File: src/rtl/mul_div_unit.sv
// Iterative 32x32 multiply / 32/32 divide unit with architectural HI/LO registers.
// One shift-add or shift-subtract step per cycle; sign fix-up and register write happen in a final cycle.
`timescale 1ns/1ps
module mul_div_unit (
  input  logic        clk,
  input  logic        rst,
  input  logic        start,
  input  logic [1:0]  op,
  input  logic [31:0] src_a,
  input  logic [31:0] src_b,
  input  logic        hi_we,
  input  logic        lo_we,
  input  logic [31:0] wdata,
  output logic        busy,
  output logic        done,
  output logic [31:0] hi,
  output logic [31:0] lo
);

  typedef enum logic [1:0] {IDLE, CALC, FIX} state_t;

  state_t      state, state_next;
  logic [1:0]  op_q;
  logic [31:0] a_mag, b_mag, a_raw;
  logic        res_neg, rem_neg, div_zero;
  logic [5:0]  cnt;
  logic [63:0] acc;

  logic        accept;
  logic        a_neg, b_neg;
  logic [31:0] a_abs, b_abs;
  logic [32:0] mul_sum;
  logic [33:0] div_diff;
  logic [63:0] acc_step, prod_fix;
  logic [31:0] quo_fix, rem_fix;

  // NOTE: every always_comb output gets a default first so no path leaves it unassigned (no latch).
  always_comb begin
    state_next = state;
    case (state)
      IDLE:    if (start) state_next = CALC;
      CALC:    if (cnt == 6'd31) state_next = FIX;
      FIX:     state_next = IDLE;
      default: state_next = IDLE;
    endcase
  end

  always_comb begin
    accept = (state == IDLE) && start;
    a_neg  = ~op[0] & src_a[31];
    b_neg  = ~op[0] & src_b[31];
    a_abs  = a_neg ? -src_a : src_a;
    b_abs  = b_neg ? -src_b : src_b;

    // Multiply: {partial product, remaining multiplier bits}, shifted right each step.
    mul_sum  = {1'b0, acc[63:32]} + (acc[0] ? {1'b0, a_mag} : 33'd0);
    // Divide: {partial remainder, remaining dividend / quotient bits}, shifted left each step.
    div_diff = {1'b0, acc[63:31]} - {2'b0, b_mag};

    acc_step = {mul_sum, acc[31:1]};
    if (op_q[1]) begin
      if (!div_diff[33]) acc_step = {div_diff[31:0], acc[30:0], 1'b1};
      else               acc_step = {acc[62:31], acc[30:0], 1'b0};
    end

    prod_fix = res_neg ? -acc : acc;
    quo_fix  = res_neg ? -acc[31:0]  : acc[31:0];
    rem_fix  = rem_neg ? -acc[63:32] : acc[63:32];
  end

  // NOTE: sequential state uses non-blocking assignments so all registers update from pre-edge values.
  always_ff @(posedge clk or posedge rst) begin
    if (rst) state <= IDLE;
    else     state <= state_next;
  end

  always_ff @(posedge clk or posedge rst) begin
    if (rst) begin
      op_q     <= 2'b00;
      a_mag    <= '0;
      b_mag    <= '0;
      a_raw    <= '0;
      res_neg  <= 1'b0;
      rem_neg  <= 1'b0;
      div_zero <= 1'b0;
      cnt      <= '0;
      acc      <= '0;
      busy     <= 1'b0;
      done     <= 1'b0;
      hi       <= '0;
      lo       <= '0;
    end else begin
      busy <= (state_next != IDLE);
      done <= (state == FIX);

      if (accept) begin
        op_q     <= op;
        a_mag    <= a_abs;
        b_mag    <= b_abs;
        a_raw    <= src_a;
        res_neg  <= a_neg ^ b_neg;
        rem_neg  <= a_neg;
        div_zero <= (src_b == 32'd0);
        cnt      <= '0;
        acc      <= op[1] ? {32'd0, a_abs} : {32'd0, b_abs};
      end else if (state == CALC) begin
        cnt <= cnt + 6'd1;
        acc <= acc_step;
      end

      if (state == FIX) begin
        if (!op_q[1]) begin
          hi <= op_q[0] ? acc[63:32] : prod_fix[63:32];
          lo <= op_q[0] ? acc[31:0]  : prod_fix[31:0];
        end else if (div_zero) begin
          hi <= a_raw;
          lo <= 32'hFFFF_FFFF;
        end else begin
          hi <= op_q[0] ? acc[63:32] : rem_fix;
          lo <= op_q[0] ? acc[31:0]  : quo_fix;
        end
      end else if (state == IDLE && !start) begin
        if (hi_we) hi <= wdata;
        if (lo_we) lo <= wdata;
      end
    end
  end

endmodule

File: config.mk
export PLATFORM = sky130hd
export DESIGN_NAME = mul_div_unit
export DESIGN_NICKNAME = d
export VERILOG_FILES = /design/src/rtl/mul_div_unit.sv
export SDC_FILE = /design/constraint.sdc
export NUM_CORES = 1
export LEC_CHECK = 0
export CORE_MARGIN = 3
export CORE_UTILIZATION = 50
export DETAILED_ROUTE_END_ITERATION = 12
export PLACE_DENSITY = 0.76
export SLEW_MARGIN = 20
export SYNTH_ARGS = -nofsm -noshare
export SYNTH_HDL_FRONTEND = slang
export SYNTH_SLANG_ARGS = --single-unit
File: constraint.sdc
create_clock -name clk -period 7.5 [get_ports clk]
set_input_delay 1.125 -clock clk [delete_from_list [all_inputs] [get_ports clk]]
set_output_delay 1.125 -clock clk [all_outputs]
set_load 0.1 [all_outputs]
After elaboration in Yosys (flattened, before gate mapping) --
Index checks and enable logic that the tools add are counted.
Operators by class: bitwise gates (word level) 4, reductions and logical operators 12, $add $sub $neg 8, eq/ne operators 3, mux-type cells 30
Operators with widths (count):
- $mux W32 | 20
- $mux W64 | 5
- $neg A32 Y32 | 4
- $neg A64 Y64 | 1
- $sub A33 B32 Y34 | 1
- $add A32 B32 Y33 | 1
- $logic_not A32 Y1 | 1
- $mux W6 | 2
- $reduce_bool A2 Y1 | 5
- $add A6 B1 Y6 const B | 1
- $eq A6 B5 Y1 const B | 1
- $mux W2 | 2
- $pmux W2 S2 | 1
- $reduce_and A2 Y1 | 2
- $and A1 B1 Y1 | 2
- $eq A2 B1 Y1 const B | 1
- $eq A2 B2 Y1 const B | 1
- $logic_and A1 B1 Y1 | 2
- $logic_not A2 Y1 | 1
- $logic_not A1 Y1 | 1
- $not A1 Y1 | 1
- $xor A1 B1 Y1 | 1
Storage, ports and cells: bits in registers 239, output and inout port bits 66

Longest topological paths before layout --
Gate-level depths: netlist of run 1.
depth in word-level cells 6, gate-level depth with buffers 16, mapped depth without buffers 14

Worst setup path after synthesis of run 1 --
No wires, ideal clock.
kind input -> register, start input src_b[17], end register acc[30], slack 3.595 ns, stages on the path 10, arrival 3.840 ns, library setup time 0.065 ns, data required time 7.435 ns, cell sequence or4_4 or3_4 or4_1 or2_1 or3_4 o41ai_4 xnor2_1 nor2_1 a211oi_1 o22a_1
On the way: word-level cells in the longest chain between the ends 4
RTL lines:
- from (decl) | RTL line 10 | input logic [31:0] src_b,
- $neg A32 Y32 | RTL line 53 | b_abs = b_neg ? -src_b : src_b;
- $mux W32 | RTL line 53
- $mux W32 | RTL line 105 | acc <= op[1] ? {32'd0, a_abs} : {32'd0, b_abs};
- $mux W64 | RTL line 96 | if (accept) begin
- to (signal assigned) | RTL line 105
- to (signal assigned) | RTL line 108 | acc <= acc_step;
- to (decl) | RTL line 27 | logic [63:0] acc;
No other way between the ends. A chain may end at the register's enable or synchronous reset.

Worst setup path in the final report of run 1 --
start input src_a[4], end register acc[25]
On the way: word-level cells in the longest chain between the ends 4
RTL lines:
- from (decl) | RTL line 9 | input logic [31:0] src_a,
- $neg A32 Y32 | RTL line 52 | a_abs = a_neg ? -src_a : src_a;
- $mux W32 | RTL line 52
- $mux W32 | RTL line 105
- $mux W64 | RTL line 96
No other way between the ends.

==> flow_summary.ini, run 1 <==
[synth]
synth_most_common_cell = nand2_1
synth-seq-cells = 238
synth_cell_types = 78
syn_nets = 2409
synth-edff-count = 0
yosysSeqAreaShare_pct = 33.8
synth_area_leaders = dfrtp_1 (34%), o21ai_0 (7.1%), nand2_1 (7.1%)
synth_top_area_share_pct = 33.8
yosysWarnings = 0
synth_common_cells = nand2_1 (336), o21ai_0 (252), dfrtp_1 (238)
netlist_area_sq_um = 17600
synth_area_leader_cell = dfrtp_1
synth_ff_type = dfrtp_1
avgSynthCellArea_sq_um = 7.90
syn_inst = 2235
synth-async-reset-ratio_pct = 100

[die]
initial_utilization_pct = 51.0
core_region_area_sq_um = 34600
io_pins = 169
die_height_microns = 194
rows = 68
die_w_microns = 194
die-area_sq_um = 37600

[worst_setup_path]
reg2reg_from = acc[32]
worstSetupEndpointType = register
worst-endpoint-required_ns = 7.93
cpPeakStageDelay_ns = 0.83
r2r-end = acc[46]
crit_type = in2reg
worstPathCellList = clkdlybuf4s50_1 -> or4_1 -> or3_1 -> nor3_1 -> nor4b_2 -> nand2_1 -> o21ai_0 -> xor2_1 -> a21oi_1 -> a221o_1
reg2reg_slack_ns = 2.97
cp.arrival_ns = 4.99
cp_max_fo = 6
crit_slowest_cell = nor4b_2
critPathLaunchType = input pin
worstRegToRegCells = 12
cp-endpoint = acc[25]
crit_start = src_a[4]

[global_routing]
grt_pass1_vias = 16800
grt_overflow = 0
antenna_found_initial = 0
grtUsageTotal_pct = 31.7
grt_pass1_wl_microns = 95800
grt_max_degree = 162

[status]
outcome = complete, no violations

[cells_and_area]
final_area_sq_um = 20500
n_antenna_cell = 0
synthToLayoutAreaGrowth_pct = 16.2
drive_gt1_share_pct = 4.34
final_net_count = 2484
finalNonFillerCells = 2783

[worst_hold_path]
hold_depth = 2
hold_class = reg2reg

[power]
ir_drop_uv = 352
power_leakage_nw = 8.92
powerDensity_nw_per_um2 = 532
power_mw = 10.9

[sta]
tns_ns = 0
relSlewSlack_pct = 27.2
slew_viol_final = 0
rsz0062_at_grt = false
fin_crit_ns = 4.56
finClkSkew_ns = 0.0103
final_hold_viol_count = 0
finalSetupViolCount = 0
worst_slew_pin_slew_ns = 1.09
fmax_mhz = 219
finalCritPeriodShare_pct = 60.8

[detailed_routing]
drtIter0Drc = 1873
antenna_left = 0
drc = 0
viasPerCell = 6.29
first_pass_iters = 6
wl_microns = 61800
wire_per_inst_microns = 22.2
via_count = 17500

[job]
maxCapViolCount = 0

[cts]
post_cts_resize_count = 0
h-tree-depth = 1
clk_latency_ns = 0.55
max-clock-path-buffers = 3
cts_hold_buf = 0
cts_tree = built
clock_sinks = 238
clockRootBuffer = clkbuf_16
cts_buffers = 27
post_cts_buffers = 0
cts.clk_slew.worst_paths_ns = 0.06

[placement]
dp_hpwl_microns = 45900
dp.cells = 2736
routabilityCongestion = 0.948
port-buffer-count = 168
placed_cell_area_sq_um = 19600
[area by class of cell]
| type | instances | area [sq um] |
|---|---|---|
| inverter | 69 | 263 |
| clock buffer | 34 | 732 |
| tap | 455 | 569 |
| sequential | 238 | 5960 |
| timing repair buffer | 193 | 1900 |
| clock inverter | 13 | 176 |
| multi-input combinational | 1781 | 10900 |
| fill | 3109 | 14100 |
[worst max-delay path, delay by kind of cell]
kind                      cells  cell delay (ns)
buffers and inverters         1             0.52
AOI/OAI and AO/OA             3             0.73
and+or+nand+nor               5             2.41
xor gates and xnor gates      1             0.19
[stage by stage]
step | setup WS [ns] | util [%] | hold WS (ns)
after floorplan | 3.26 | - | 0.438
after global placement | 2.65 | 56.5 | 0.456
after detailed placement | 2.53 | 56.6 | 0.464
after CTS | 3.06 | 59.2 | 0.477
after global routing | 2.62 | 59.2 | 0.501
final | 2.94 | 59.2 | 0.472
[power by group]
part	switching (mW)	internal (mW)
Clock	0.564	0.825
Combinational	4.25	2.49
Sequential	0.871	1.90
Total	5.68	5.22
[state kept, by name, summed over array words and instances, names as in the netlist]
signal,flops
rem_neg,1
a_raw,31
a_mag,32
busy,1
cnt,6
lo,32
hi,32
done,1
res_neg,1
op_q,2
acc,64
state,2
div_zero,1
b_mag,32
[cell usage in the layout (no fill, tap or decap), types with 16 or more instances in the layout]
| cell type | instances |
|---|---|
| a21o_1 | 34 |
| a21oi_1 | 194 |
| a22oi_1 | 16 |
| a31oi_1 | 19 |
| and2_1 | 36 |
| buf_4 | 23 |
| clkbuf_16 | 27 |
| clkdlybuf4s50_1 | 167 |
| dfrtp_1 | 237 |
| ha_1 | 69 |
| inv_1 | 66 |
| mux2i_1 | 60 |
| nand2_1 | 334 |
| nand3_1 | 34 |
| nor2_1 | 173 |
| nor3_1 | 40 |
| nor4_1 | 20 |
| o211ai_1 | 18 |
| o21ai_0 | 252 |
| o22ai_1 | 47 |
| o31ai_1 | 20 |
| xnor2_1 | 95 |
| xor2_1 | 81 |
[cell families after synthesis]
group | count (synthesis) | share of synthesized area [%]
DFF | 238 | 33.8
buffers and inverters | 216 | 4.67
adders and majority gates | 71 | 5.12
xor gates and xnor gates | 176 | 8.74
muxes | 66 | 3.79
AOI/OAI and AO/OA | 721 | 24.7
and+or+nand+nor | 747 | 19.2
[per-layer routing]
layer | routed length (microns) | up-vias | global-route usage (%)
met4 | 2620 | 0 | 11.6
met3 | 5180 | 162 | 5.13
met2 | 28200 | 891 | 51.2
li1 | - | 8088 | -
met5 | 0 | - | 0
met1 | 25900 | 8372 | 43.3
[how the worst min path moves through the flow]
| stage | from | endpoint | slack, ns |
|---|---|---|---|
| finish | a_mag[30] | a_mag[30] | 0.47 |
| floorplan | a_mag[20] | a_mag[20] | 0.44 |
| detailed placement | a_mag[9] | a_mag[9] | 0.46 |
| global placement | a_mag[30] | a_mag[30] | 0.46 |
| global route | a_raw[29] | a_raw[29] | 0.50 |
| CTS | a_mag[9] | a_mag[9] | 0.48 |
No activity file was read; power rests on OpenSTA's default activity.
==> inputs of run 2 (changes only) <==
Clock period 7.5 ns to 4 ns, I/O delays scaled along.
==> flow_summary.ini, run 2 (synthesis results as in run 1) <==
[status]
outcome = complete, no violations

[cts]
clk_latency_ns = 0.56
h-tree-depth = 1
max-clock-path-buffers = 3
cts_tree = built
post_cts_buffers = 0
cts.clk_slew.worst_paths_ns = 0.06
cts_buffers = 28
clock_sinks = 238
clockRootBuffer = clkbuf_16

[sta]
finalCritPeriodShare_pct = 95.4
finalSetupViolCount = 0
finClkSkew_ns = 0.00898
fmax_mhz = 262
relSlewSlack_pct = 25.3
tns_ns = 0
rsz0062_at_grt = false
slew_viol_final = 0
worst_slew_pin_slew_ns = 1.12
fin_crit_ns = 3.82
final_hold_viol_count = 0
fin_ws_ns = 0.183

[global_routing]
grtUsageTotal_pct = 33.0
grt_overflow = 0
grt_pass1_wl_microns = 99100
grt_pass1_vias = 17200
grt_max_degree = 114
antenna_found_initial = 0

[detailed_routing]
first_pass_iters = 8
wl_microns = 63700
viasPerCell = 6.29
via_count = 17900
drc = 0
wire_per_inst_microns = 22.3
antenna_left = 0
drtIter0Drc = 1827

[worst_setup_path]
worst-endpoint-required_ns = 4.44
critPathLaunchType = register
crit_type = reg2reg
worstSetupEndpointType = register
cp_max_fo = 6
cp.arrival_ns = 4.25

[cells_and_area]
ff_latch_area_sq_um = 5960
final_net_count = 2552
final_common_cell = nand2_1
synthToLayoutAreaGrowth_pct = 19.3
layout_common_cells = nand2_1 (334), o21ai_0 (252), dfrtp_1 (236), a21oi_1 (194), nor2_1 (173)
largest_register = acc
n_antenna_cell = 0
drive_gt1_share_pct = 7.01
largest_reg_flops = 64
num-fill-cells = 3068
final_area_sq_um = 21100
multiInputGateArea_sq_um = 10900

[die]
die-area_sq_um = 37600
core_region_area_sq_um = 34600
die_height_microns = 194
io_pins = 169
die_w_microns = 194
initial_utilization_pct = 51.0
rows = 68

[placement]
routabilityCongestion = 0.986
placed_cell_area_sq_um = 20200
place_ws_ns = 0.00744
port-buffer-count = 168
dp_hpwl_microns = 48500

[power]
powerDensity_nw_per_um2 = 992
power_leakage_nw = 9.27
switching_share_pct = 51.9
switchingPower_mw = 10.8
clkPwrFrac_pct = 12.0
internal-power_mw = 10.1
ir_drop_uv = 669
combinationalPowerShare_pct = 65.1
seqPwrFrac_pct = 22.9

[worst_hold_path]
hold_class = reg2reg

[job]
maxCapViolCount = 0
[run 2: cell types whose count changed in the layout (fill, tap and decap cells not counted), sizes merged]
cell      previous run  this run
clkinvlp             4         1
buf                 26        93
bufinv               4         0
clkinv               7         6
clkbuf              34        44
[run 2: timing repair]
action | CTS | global route
gates resized for setup | 0 | 2
setup endpoints to repair | 0 | 4
hold buffers | 0 | 0
[run 2: critical path, cell delays in order (launching register included)]
cell      delay, ns
dfrtp_1        0.50
nor4_1         0.68
nand3b_1       0.30
or4_1          0.63
or3_1          0.44
nor4_1         0.24
buf_4          0.18
o311a_1        0.14
nor3_1         0.05
mux2_2         0.27
o22ai_1        0.16
a31oi_1        0.11
[run 2: layout make-up]
type / count / share of cell area (%)
multi-input cells: 1781 / 51.8
flip-flops and latches: 238 / 28.3
repair buffers: 260 / 11.7
clock buffers: 44 / 4.05
well taps: 455 / 2.70
inverters: 69 / 1.25
clock inverters: 5 / 0.119
[run 2: power by group through the flow]
stage,logic (mW),registers [mW],clock network [mW]
final,13.6,4.78,2.52
after global routing,14.7,4.90,2.63
after CTS,13.4,4.75,2.54
after detailed placement,13.3,4.78,0
after global placement,13.0,4.76,0
after floorplan,7.90,6.40,0
[run 2: final timing paths]
| check | from | to | slack, ns | cells after the start |
|---|---|---|---|---|
| min in group asynchronous | rst | cnt[3] | 0.49 | 2 |
| max in group asynchronous | rst | a_raw[27] | 2.69 | 3 |
| worst min-delay path | a_raw[22] | a_raw[22] | 0.47 | 2 |
| worst min register to register | a_raw[22] | a_raw[22] | 0.47 | 2 |
| worst max register to register | acc[40] | hi[26] | 0.18 | 11 |
| worst max-delay path | acc[40] | hi[26] | 0.18 | 11 |
[run 2: routing by layer]
metal	up-vias	GRT usage, %	share of wire, %
met5	-	0	0
met4	0	13.5	4.7
met3	179	6.26	8.7
met2	905	52.9	46
met1	8614	44.3	41
li1	8238	-	-
[run 2: stage by stage]
| stage | hold slack, ns | util [%] | total power [mW] | cells |
|---|---|---|---|---|
| after floorplan | 0.438 | - | 14.3 | 2235 |
| after global placement | 0.457 | 58.2 | 17.8 | 2803 |
| after detailed placement | 0.459 | 58.2 | 18.1 | 2803 |
| after CTS | 0.473 | 60.8 | 20.7 | 2852 |
| after global routing | 0.503 | 60.8 | 22.3 | 2852 |
| final | 0.470 | 60.8 | 20.9 | 2852 |
==> inputs of run 3 (changes only) <==
Settings changed: CORE_MARGIN 3 to unset.
==> flow_summary.ini, run 3 (synthesis results as in run 1) <==
[cells_and_area]
drive_gt1_share_pct = 6.84
final_util_pct = 60.9
final_common_cell = nand2_1
largest_reg_flops = 64
largest_register = acc
n_antenna_cell = 0
synthToLayoutAreaGrowth_pct = 19.4
final_net_count = 2550
layout_common_cells = nand2_1 (334), o21ai_0 (252), dfrtp_1 (237), a21oi_1 (194), nor2_1 (173)
final_area_sq_um = 21100

[sta]
worst_slew_pin_slew_ns = 1.06
fin_hold_ws_ns = 0.365
fmax_mhz = 269
fin_crit_ns = 3.71
finalCritPeriodShare_pct = 92.8
tns_ns = 0
slew_viol_final = 0
final_hold_viol_count = 0
finalSetupViolCount = 0
finClkSkew_ns = 0.0142
rsz0062_at_grt = false
relSlewSlack_pct = 29.0

[global_routing]
grt_overflow = 0
grt_max_degree = 89
grt_pass1_wl_microns = 98300
antenna_found_initial = 0
grt_pass1_vias = 17100
grtUsageTotal_pct = 35.3

[die]
die_w_microns = 190
die_height_microns = 190
die-area_sq_um = 36000
io_pins = 169
core_region_area_sq_um = 34600
initial_utilization_pct = 51.0
rows = 68

[cts]
post_cts_resize_count = 0
clockRootBuffer = clkbuf_16
cts_buffers = 28
post_cts_buffers = 0
cts_hold_buf = 0
clock_sinks = 238
h-tree-depth = 1
max-clock-path-buffers = 3
cts.clk_slew.worst_paths_ns = 0.06
cts_tree = built
clk_latency_ns = 0.57

[worst_setup_path]
crit_family = compound AO/OA/AOI/OAI gates
crit_type = reg2reg
cp.buffers_inverters = 2
worstSetupEndpointType = register
cp.arrival_ns = 4.16
worstPathCellList = buf_4 -> and2_1 -> ha_1 -> a21oi_1 -> o21bai_1 -> a21oi_1 -> o21bai_1 -> a221oi_1 -> o221ai_1 -> o41ai_1 -> buf_4 -> xnor2_1 -> a221o_1
cp_max_fo = 16
critPathLaunchType = register
worst-endpoint-required_ns = 4.45
cpPeakStageDelay_ns = 0.67
crit_slowest_cell = dfrtp_1

[detailed_routing]
drtIter0Drc = 2007
wire_per_inst_microns = 22.4
drc = 0
wl_microns = 64000
first_pass_iters = 6
antenna_left = 0
viasPerCell = 6.29
via_count = 18000

[power]
power_leakage_nw = 9.26
ir_drop_uv = 616
powerDensity_nw_per_um2 = 998

[worst_hold_path]
hold_class = in2async

[placement]
placed_cell_area_sq_um = 20100
port-buffer-count = 168
dp_hpwl_microns = 48300
routabilityCongestion = 0.994

[status]
outcome = complete, no violations

[job]
maxCapViolCount = 0
run 3: changes by cell type in the layout (fill, tap and decap cells not counted):
| cell | previous run | this run |
|---|---|---|
| bufinv_16 | 0 | 3 |
| clkbuf_1 | 8 | 11 |
| clkinv_2 | 5 | 2 |
| buf_12 | 8 | 6 |
| clkbuf_8 | 7 | 5 |
| clkinvlp_4 | 1 | 3 |
| dfrtp_1 | 236 | 237 |
| dfrtp_2 | 1 | 0 |
| o41ai_1 | 8 | 9 |
| o41ai_2 | 1 | 0 |
run 3: metal layers:
metal  wire length [microns]  vias up  track usage [%]
met4                    2450        0             12.3
met3                    5330      158             5.68
met2                   30000      900             57.7
met1                   26200     8662             47.2
li1                        -     8236                -
met5                       0        -                0
run 3: final cells by class:
cell class	instances	area, sq um
repair buffers	258	2430
multi-input cells	1781	10900
fillers	3111	13600
well taps	455	569
clock inverters	7	115
clock buffers	45	836
flip-flops and latches	238	5960
inverters	69	263
run 3: worst register-to-register path, delay by kind of cell, from the launching register on:
kind	cells	cell delay, ns
AO/OA/AOI/OAI	8	2.00
buffers and inverters	2	0.44
AND/OR/NAND/NOR	1	0.13
flip-flops	1	0.67
adder cells (fa/ha/maj)	1	0.30
XOR/XNOR	1	0.06
run 3: worst paths after layout:
check	start	to	slack [ns]	cells after the start
max	acc[0]	acc[61]	0.29	13
min	rst	cnt[0]	0.37	2
max reg2reg	acc[0]	acc[61]	0.29	13
min reg2reg	b_mag[1]	b_mag[1]	0.48	2
max in group asynchronous	rst	op_q[1]	2.85	3
min in group clk	b_mag[1]	b_mag[1]	0.48	2
run 3: report_power, final:
group	internal (mW)	switching (mW)	total [mW]	leakage, nW
Combinational	5.01	8.54	13.6	5.89
Clock	1.62	1.08	2.70	0.457
Sequential	3.58	1.21	4.79	2.91
Total	10.2	10.8	21.0	9.26
run 3: stage by stage:
stage,power (mW),cells,setup slack (ns)
floorplan,14.3,2235,0.280
global placement,17.8,2801,0.0671
detailed placement,18.1,2801,0.0248
CTS,20.9,2853,0.361
global route,22.4,2853,0.133
finish,21.0,2853,0.289
